==> config.mk <==
export PLATFORM = sky130hd
export DESIGN_NAME = game_flow_fsm_flat
export DESIGN_NICKNAME = d
export VERILOG_FILES = /design/src/rtl/game_flow_fsm_if.sv /design/src/rtl/game_flow_fsm.sv /design/src/flat_wrapper.sv
export SDC_FILE = /design/constraint.sdc
export NUM_CORES = 1
export LEC_CHECK = 0
export ABC_AREA = 1
export CAP_MARGIN = 25
export CORE_MARGIN = 3
export CORE_UTILIZATION = 51
export CTS_CLUSTER_SIZE = 30
export DETAILED_ROUTE_END_ITERATION = 8
export PLACE_DENSITY = 0.81
export SYNTH_ARGS = -nofsm -noshare
export SYNTH_HDL_FRONTEND = slang
export SYNTH_SLANG_ARGS = --single-unit
export TNS_END_PERCENT = 100
==> constraint.sdc <==
create_clock -name Clk -period 4.3 [get_ports Clk]
set_clock_uncertainty 0.1 [all_clocks]
set_input_delay 0.43 -clock Clk [delete_from_list [all_inputs] [get_ports Clk]]
set_output_delay 0.43 -clock Clk [all_outputs]
set_load 0.01 [all_outputs]
==> src/rtl/game_flow_fsm_if.sv <==
// Signal bundle between the game flow controller and the rest of the game.
// The master side drives keys, ticks and player status; the slave side reports flow state.
interface game_flow_fsm_if;
  logic       frame_tick;
  logic       start_key;
  logic       player1_dead;
  logic       player2_dead;
  logic       player1_at_door;
  logic       player2_at_door;
  logic [2:0] game_state;
  logic       level_reset;
  logic       freeze;
  logic [1:0] dead_who;
  logic [7:0] death_count;

  modport master (
    output frame_tick, start_key,
    output player1_dead, player2_dead,
    output player1_at_door, player2_at_door,
    input  game_state, level_reset, freeze,
    input  dead_who, death_count
  );

  modport slave (
    input  frame_tick, start_key,
    input  player1_dead, player2_dead,
    input  player1_at_door, player2_at_door,
    output game_state, level_reset, freeze,
    output dead_who, death_count
  );
endinterface

==> src/rtl/game_flow_fsm.sv <==
// Top-level game flow: title, play, death animation, game over and win.
// Tracks session deaths and pulses level_reset when a new round starts.
module game_flow_fsm #(
  parameter int DEATH_FRAMES = 60
) (
  input  logic          Clk,
  input  logic          Reset,
  game_flow_fsm_if.slave bus
);

  typedef enum logic [2:0] {
    TITLE     = 3'd0,
    PLAYING   = 3'd1,
    DYING     = 3'd2,
    GAME_OVER = 3'd3,
    WIN       = 3'd4
  } state_t;

  localparam logic [7:0] LAST_FRAME = 8'(DEATH_FRAMES - 1);

  state_t     state, state_n;
  logic       start_q;
  logic       start_edge;
  logic       level_reset, lr_n;
  logic [7:0] frame_cnt, cnt_n;
  logic [7:0] death_count, deaths_n;
  logic [1:0] dead_who, who_n;
  logic       any_dead;
  logic       both_door;

  assign start_edge = bus.start_key & ~start_q;
  assign any_dead   = bus.player1_dead | bus.player2_dead;
  assign both_door  = bus.player1_at_door & bus.player2_at_door;

  always_ff @(posedge Clk) begin
    if (Reset) begin
      state       <= TITLE;
      start_q     <= 1'b1;
      level_reset <= 1'b0;
      frame_cnt   <= 8'd0;
      death_count <= 8'd0;
      dead_who    <= 2'b00;
    end else begin
      state       <= state_n;
      start_q     <= bus.start_key;
      level_reset <= lr_n;
      frame_cnt   <= cnt_n;
      death_count <= deaths_n;
      dead_who    <= who_n;
    end
  end

  always_comb begin
    state_n  = state;
    lr_n     = 1'b0;
    cnt_n    = frame_cnt;
    deaths_n = death_count;
    who_n    = dead_who;
    case (state)
      TITLE: begin
        if (start_edge) begin
          state_n = PLAYING;
          lr_n    = 1'b1;
        end
      end
      PLAYING: begin
        // Sticky flags from the last round are still set while level_reset clears them.
        if (!level_reset) begin
          if (any_dead) begin
            state_n  = DYING;
            who_n    = {bus.player2_dead, bus.player1_dead};
            cnt_n    = 8'd0;
            deaths_n = (death_count == 8'hFF) ? 8'hFF
                                              : death_count + 8'd1;
          end else if (both_door) begin
            state_n = WIN;
          end
        end
      end
      DYING: begin
        if (bus.frame_tick) begin
          cnt_n = frame_cnt + 8'd1;
          if (frame_cnt == LAST_FRAME)
            state_n = GAME_OVER;
        end
      end
      GAME_OVER: begin
        if (start_edge) begin
          state_n = PLAYING;
          lr_n    = 1'b1;
        end
      end
      WIN: begin
        if (start_edge) begin
          state_n  = TITLE;
          lr_n     = 1'b1;
          deaths_n = 8'd0;
        end
      end
      default: state_n = TITLE;
    endcase
  end

  assign bus.game_state  = state;
  assign bus.level_reset = level_reset;
  assign bus.freeze      = (state != PLAYING) | level_reset;
  assign bus.dead_who    = dead_who;
  assign bus.death_count = death_count;

endmodule

==> src/flat_wrapper.sv <==
// flat-port wrapper written by rule: the top's interface ports become plain ports
module game_flow_fsm_flat 
#(
  parameter int DEATH_FRAMES = 60
)
  (Clk, Reset, bus_frame_tick, bus_start_key, bus_player1_dead, bus_player2_dead, bus_player1_at_door, bus_player2_at_door, bus_game_state, bus_level_reset, bus_freeze, bus_dead_who, bus_death_count);
  game_flow_fsm_if bus_i ();
  input  logic Clk;
  input  logic Reset;
  input wire logic [$bits(bus_i.frame_tick)-1:0] bus_frame_tick;
  input wire logic [$bits(bus_i.start_key)-1:0] bus_start_key;
  input wire logic [$bits(bus_i.player1_dead)-1:0] bus_player1_dead;
  input wire logic [$bits(bus_i.player2_dead)-1:0] bus_player2_dead;
  input wire logic [$bits(bus_i.player1_at_door)-1:0] bus_player1_at_door;
  input wire logic [$bits(bus_i.player2_at_door)-1:0] bus_player2_at_door;
  output wire logic [$bits(bus_i.game_state)-1:0] bus_game_state;
  output wire logic [$bits(bus_i.level_reset)-1:0] bus_level_reset;
  output wire logic [$bits(bus_i.freeze)-1:0] bus_freeze;
  output wire logic [$bits(bus_i.dead_who)-1:0] bus_dead_who;
  output wire logic [$bits(bus_i.death_count)-1:0] bus_death_count;
  assign bus_i.frame_tick = bus_frame_tick;
  assign bus_i.start_key = bus_start_key;
  assign bus_i.player1_dead = bus_player1_dead;
  assign bus_i.player2_dead = bus_player2_dead;
  assign bus_i.player1_at_door = bus_player1_at_door;
  assign bus_i.player2_at_door = bus_player2_at_door;
  assign bus_game_state = bus_i.game_state;
  assign bus_level_reset = bus_i.level_reset;
  assign bus_freeze = bus_i.freeze;
  assign bus_dead_who = bus_i.dead_who;
  assign bus_death_count = bus_i.death_count;
  game_flow_fsm #(.DEATH_FRAMES(DEATH_FRAMES)) u_core (.Clk(Clk), .Reset(Reset), .bus(bus_i));
endmodule
## Word-level counts from Yosys, hierarchy flattened

Cells that the tools add are included.

| word-level totals | value |
|---|---|
| output and inout bits | 15 |
| flip-flop bits (word level) | 23 |

| operators by class | value |
|---|---|
| add/subtract/negate cells | 2 |
| multiplexer cells | 18 |
| bitwise gates (word level) | 7 |
| eq/ne operators | 14 |
| reduce and logical (&&, ||, !) cells | 10 |

Operators by type and width:

| cell | count |
|---|---|
| $mux 8 | 7 |
| $pmux 8 s2 | 2 |
| $mux 3 | 7 |
| $add 8x1->8 const B | 2 |
| $pmux 3 s4 | 1 |
| $eq 8x6->1 const B | 1 |
| $eq 8x8->1 const B | 1 |
| $ne 2x1->1 const B | 4 |
| $reduce_and 4->1 | 2 |
| $eq 3x2->1 const B | 2 |
| $ne 3x1->1 const B | 2 |
| $reduce_and 6->1 | 1 |
| $ne 2x2->1 const B | 2 |
| $reduce_bool 2->1 | 2 |
| $reduce_or 2->1 | 2 |
| $eq 3x1->1 const B | 1 |
| $eq 3x3->1 const B | 1 |
| $logic_not 3->1 | 1 |
| $not 1->1 | 3 |
| $reduce_and 3->1 | 1 |
| $reduce_or 3->1 | 1 |
| $and 1x1->1 | 2 |
| $or 1x1->1 | 2 |
| $mux 1 | 1 |

## Logic depth before layout (Yosys ltp)

| depth | value |
|---|---|
| word-level depth | 5 |
| gate-level depth with buffers | 10 |
| mapped depth without buffers | 9 |

## Worst setup path before layout

OpenSTA, ideal clock, no wires.

| path | value |
|---|---|
| path type | register to register |
| start point | reg u_core.death_count[0] (netlist: u_core.bus.death_count[0]) |
| end point | reg u_core.death_count[1] (netlist: u_core.bus.death_count[1]) |
| stages on the path, launching flop included | 8 |
| path buffers | 0 |
| library setup time | 0.070 ns |
| clock period less this slack | 1.439 ns |
| arrival time | 1.269 ns |
| slack | 2.861 ns |
| cell sequence | dfxtp_1 ha_1 nand3_1 nor2_1 nand2_1 inv_1 o21ai_1 a21oi_1 |

| between the ends | value |
|---|---|
| word-level cells in the longest chain between the ends | 5 |
| elaborated cells on any way between the ends | 6 |
| those cells by class | 1 x add/sub; 1 x eq/ne; 4 x mux |

RTL lines:

| element | RTL line | text |
|---|---|---|
| from (decl) | game_flow_fsm.sv:26 | `logic [7:0] death_count, deaths_n;` |
| from (signal assigned) | game_flow_fsm.sv:48 | `death_count <= deaths_n;` |
| $add 8x1->8 or $eq 8x8->1 (tied branches) | game_flow_fsm.sv:74, game_flow_fsm.sv:73 |  |
| $mux 8 (*) | game_flow_fsm.sv:73 | `deaths_n = (death_count == 8'hFF) ? 8'hFF` |
| $mux 8 (*) | game_flow_fsm.sv:69 | `if (any_dead) begin` |
| $mux 8 (*) | game_flow_fsm.sv:68 | `if (!level_reset) begin` |
| $pmux 8 s2 (*) | game_flow_fsm.sv:59 | `case (state)` |

Every way passes the cells marked *; elsewhere a longest branch is shown, timed or not. The select of a mux whose other input is x is not followed.
A chain may end at the register's enable or synchronous reset.

## Final worst setup path

| path | value |
|---|---|
| start point | reg u_core.state[1] (netlist: u_core.bus.game_state[1]) |
| end point | out bus_freeze |

| between the ends | value |
|---|---|
| word-level cells in the longest chain between the ends | 2 |

RTL lines:

| element | RTL line | text |
|---|---|---|
| from (decl) | game_flow_fsm.sv:21 | `state_t state, state_n;` |
| from (signal assigned) | game_flow_fsm.sv:44 | `state <= state_n;` |
| $ne 3x1->1 | game_flow_fsm.sv:106 | `assign bus.freeze = (state != PLAYING) \| level_reset;` |
| $or 1x1->1 | game_flow_fsm.sv:106 |  |
| to (decl) | flat_wrapper.sv:18 | `output wire logic [$bits(bus_i.freeze)-1:0] bus_freeze;` |

No other way between the ends.

==> flow_metrics.py <==
metrics = {
    "power": {
        "swShare": 0.457,
        "peakVddDrop_uv": 505,
        "power.leakage_nw": 0.677,
        "combPwrFrac": 0.508,
        "powerDensity_nw_per_um2": 490,
        "p_seq_frac": 0.360,
        "clockPowerShare": 0.132,
        "internal_power_uw": 427,
        "p_sw_uw": 360,
    },
    "critical_path": {
        "cpMaxStageDelayCell": "dfxtp_1",
        "reg2regPathDepth": 7,
        "ff2ff_setup_slack_ns": 2.66,
        "cp-end-kind": "primary output",
        "cp_common_cell": "inv_2",
        "critPathKind": "flip-flop to primary output",
        "crit_required_ns": 3.77,
        "r2r_end": "u_core.bus.death_count[1]",
        "cp_num_cells": 5,
        "path_cells": "inv_2 > nand3_2 > inv_2 > nand2_1 > clkdlybuf4s50_1",
        "cp.arrival_ns": 1.70,
        "cp_slowest_stage_delay_ns": 0.53,
        "crit_fanout": 9,
        "setup.worst_path.end": "bus_freeze",
        "crit_buf_inv": 3,
        "crit_start": "u_core.bus.game_state[1]",
        "reg2reg_from": "u_core.bus.death_count[0]",
        "crit_family": "buffers and inverters",
        "worst_setup_path_start_kind": "flip-flop",
    },
    "floorplanning": {
        "core_area_um2": 2500,
        "die_w_um": 57.7,
        "row_count": 18,
        "boundaryPins": 23,
        "die_h_um": 57.7,
        "initial_core_util": 0.545,
        "dieArea_um2": 3330,
    },
    "final_layout": {
        "drive_above_1_share": 0.0862,
        "nFillCells": 235,
        "multi_input_comb_area_um2": 748,
        "synthToLayoutAreaGrowth_pct": 17.9,
        "antenna_cells": 0,
        "num-nets-final": 243,
        "regArea_um2": 460,
    },
    "status": {
        "outcome": "completed",
    },
    "timing": {
        "fin_crit_ns": 2.23,
        "rsz0062_at_grt": "false",
        "finalWorstSetupSlack_ns": 2.07,
        "hold_viol_final": 0,
        "whs_ns": 0.374,
        "final.setup.tns_ns": 0,
        "slew-limit-headroom": 0.591,
        "worst_pin_slew_ns": 0.612,
        "timing.final.crit_share": 0.519,
        "slew_violations": 0,
        "setup-violations-final": 0,
        "fmax_ghz": 0.448,
    },
    "drt": {
        "dr.pass1.iters": 4,
        "routedWlPerCell_um": 10.4,
        "ant_nets": 0,
        "vias": 1320,
        "drt-total-wl_um": 2730,
        "drcViolationCount": 0,
        "drt-vias-per-instance": 5.04,
        "drt_iter0_markers": 45,
    },
    "clock_network": {
        "cts_setup_buffers": 0,
        "cts_tree": "done",
        "cts_buffers": 3,
        "cts.sinks": 23,
        "cts_resized": 0,
        "clkTransAtPathRegs_ns": 0.13,
        "cts_max_path_buffers": 2,
        "root_buffer": "clkbuf_4",
        "cts_hold_buffers": 0,
        "clk_latency_ns": 0.32,
        "htreeDepth": 1,
    },
    "job": {
        "cap_violations": 0,
    },
    "placement": {
        "port_buffers": 22,
        "gp_congestion": 0.861,
        "pre_cts_ws_ns": 2.23,
        "hpwl_um": 1990,
    },
    "global_route": {
        "globalRouteOverflowTotal": 0,
        "grt_max_degree": 18,
        "track_usage": 0.184,
        "antenna_found_initial": 0,
        "grt_pass1_wl_um": 4910,
        "grt_pass1_vias": 1224,
    },
    "logic_synthesis": {
        "ys_seq_elements": 23,
        "yosys.area.top_type": "dfxtp_1",
        "synth_fp_nets": 221,
        "yosysSeqAreaShare": 0.338,
        "ys_top_cells_by_area": "dfxtp_1, nand2_1, a21oi_1",
        "ys_types": 25,
        "synth_cells": 211,
        "synth_ff_type": "dfxtp_1",
        "netlist_area_um2": 1360,
        "postSynthAreaPerCell_um2": 6.46,
        "synth-edff-count": 0,
        "ys_warn_count": 0,
        "async_reset_ff_frac": 0,
        "netlist.area_leader.share": 0.338,
    },
    "worst_hold_path": {
        "hp-class": "flip-flop to flip-flop",
    },
}
-- power groups by stage --
stage | registers, mW | logic, mW | clock network, mW
after floorplan | 0.284 | 0.319 | 0
after global placement | 0.289 | 0.400 | 0
after detailed placement | 0.288 | 0.399 | 0
after CTS | 0.283 | 0.400 | 0.108
after global routing | 0.290 | 0.451 | 0.116
final | 0.283 | 0.400 | 0.104
-- routing by layer --
metal | GRT usage | share of wire | wire, um
met3 | 0.0245 | 0.044 | 121
met4 | 0.0960 | 0.023 | 64
met1 | 0.228 | 0.50 | 1360
met2 | 0.311 | 0.43 | 1190
met5 | 0 | 0 | 0
-- flip-flops by register name (all words and copies together) (netlist names) --
name / flops
u_core.bus.game_state: 3
u_core.frame_cnt: 8
u_core.start_q: 1
u_core.bus.level_reset: 1
u_core.bus.dead_who: 2
u_core.bus.death_count: 8
-- worst reg2reg max path, cell delays in order, from the launching register on --
cell and delay (ns):
dfxtp_1 0.42, ha_1 0.22, nand3_1 0.13, nor2_1 0.22, nand2_1 0.16, inv_1 0.12
o21ai_1 0.07, a21oi_1 0.15
-- cells in the final DEF (no fill, tap or decap) --
master	n
nand2_1	53
nor2_1	27
inv_1	25
a21oi_1	23
dfxtp_1	23
nand3_1	22
clkdlybuf4s50_1	22
inv_2	5
nand3_2	4
nand4_1	4
xor2_1	3
o21ai_0	3
clkbuf_4	3
nor2_2	2
ha_1	2
nand2_4	1
nor3_1	1
nor2_4	1
o21ai_2	1
o21ai_1	1
or2_2	1
nand3b_1	1
nor3b_1	1
or3_1	1
nor3_2	1
clkinv_2	1
-- cell type report --
type,count,area share
sequential,23,0.287
clock inverter,1,0.00312
tap,30,0.0234
multi-input combinational,153,0.466
timing repair buffer,22,0.137
inverter,30,0.0701
clock buffer,3,0.0140
-- synthesized netlist by cell type (2+ instances only) --
cell and instances:
a21oi_1 23, buf_6 3, clkbuf_1 2, dfxtp_1 23, ha_1 2, inv_1 25, inv_2 5, nand2_1 53
nand3_1 22, nand3_2 4, nand4_1 4, nor2_1 27, nor2_2 2, o21ai_0 3, xor2_1 3
-- kinds of logic (layout without fill, tap and decap cells) --
kind of cell / Yosys count / in the layout / synth area share
xor+xnor: 3 / 3 / 0.0193
compound gates: 28 / 28 / 0.106
fa+ha+maj: 2 / 2 / 0.0184
buf+inv: 35 / 56 / 0.113
flops: 23 / 23 / 0.338
simple gates: 120 / 120 / 0.406
-- worst min-delay path by stage --
stage / startpoint / to / slack, ns / cells after the start
finish: u_core.bus.dead_who[0] / u_core.bus.dead_who[0] / 0.37 / 2
global route: u_core.bus.dead_who[1] / u_core.bus.dead_who[1] / 0.39 / 2
CTS: u_core.bus.dead_who[0] / u_core.bus.dead_who[0] / 0.38 / 2
detailed placement: u_core.bus.dead_who[1] / u_core.bus.dead_who[1] / 0.36 / 2
global placement: u_core.bus.dead_who[0] / u_core.bus.dead_who[0] / 0.35 / 2
floorplan: u_core.frame_cnt[4] / u_core.frame_cnt[4] / 0.36 / 2
-- stage by stage --
| step | utilization | instance area (um2) | power, mW | cells |
|---|---|---|---|---|
| after floorplan | - | 1360 | 0.603 | 211 |
| after global placement | 0.632 | 1580 | 0.688 | 258 |
| after detailed placement | 0.632 | 1580 | 0.687 | 258 |
| after CTS | 0.643 | 1610 | 0.791 | 262 |
| after global routing | 0.643 | 1610 | 0.858 | 262 |
| final | 0.643 | 1610 | 0.787 | 262 |
Note: power is estimated with default switching activity, not from simulation.
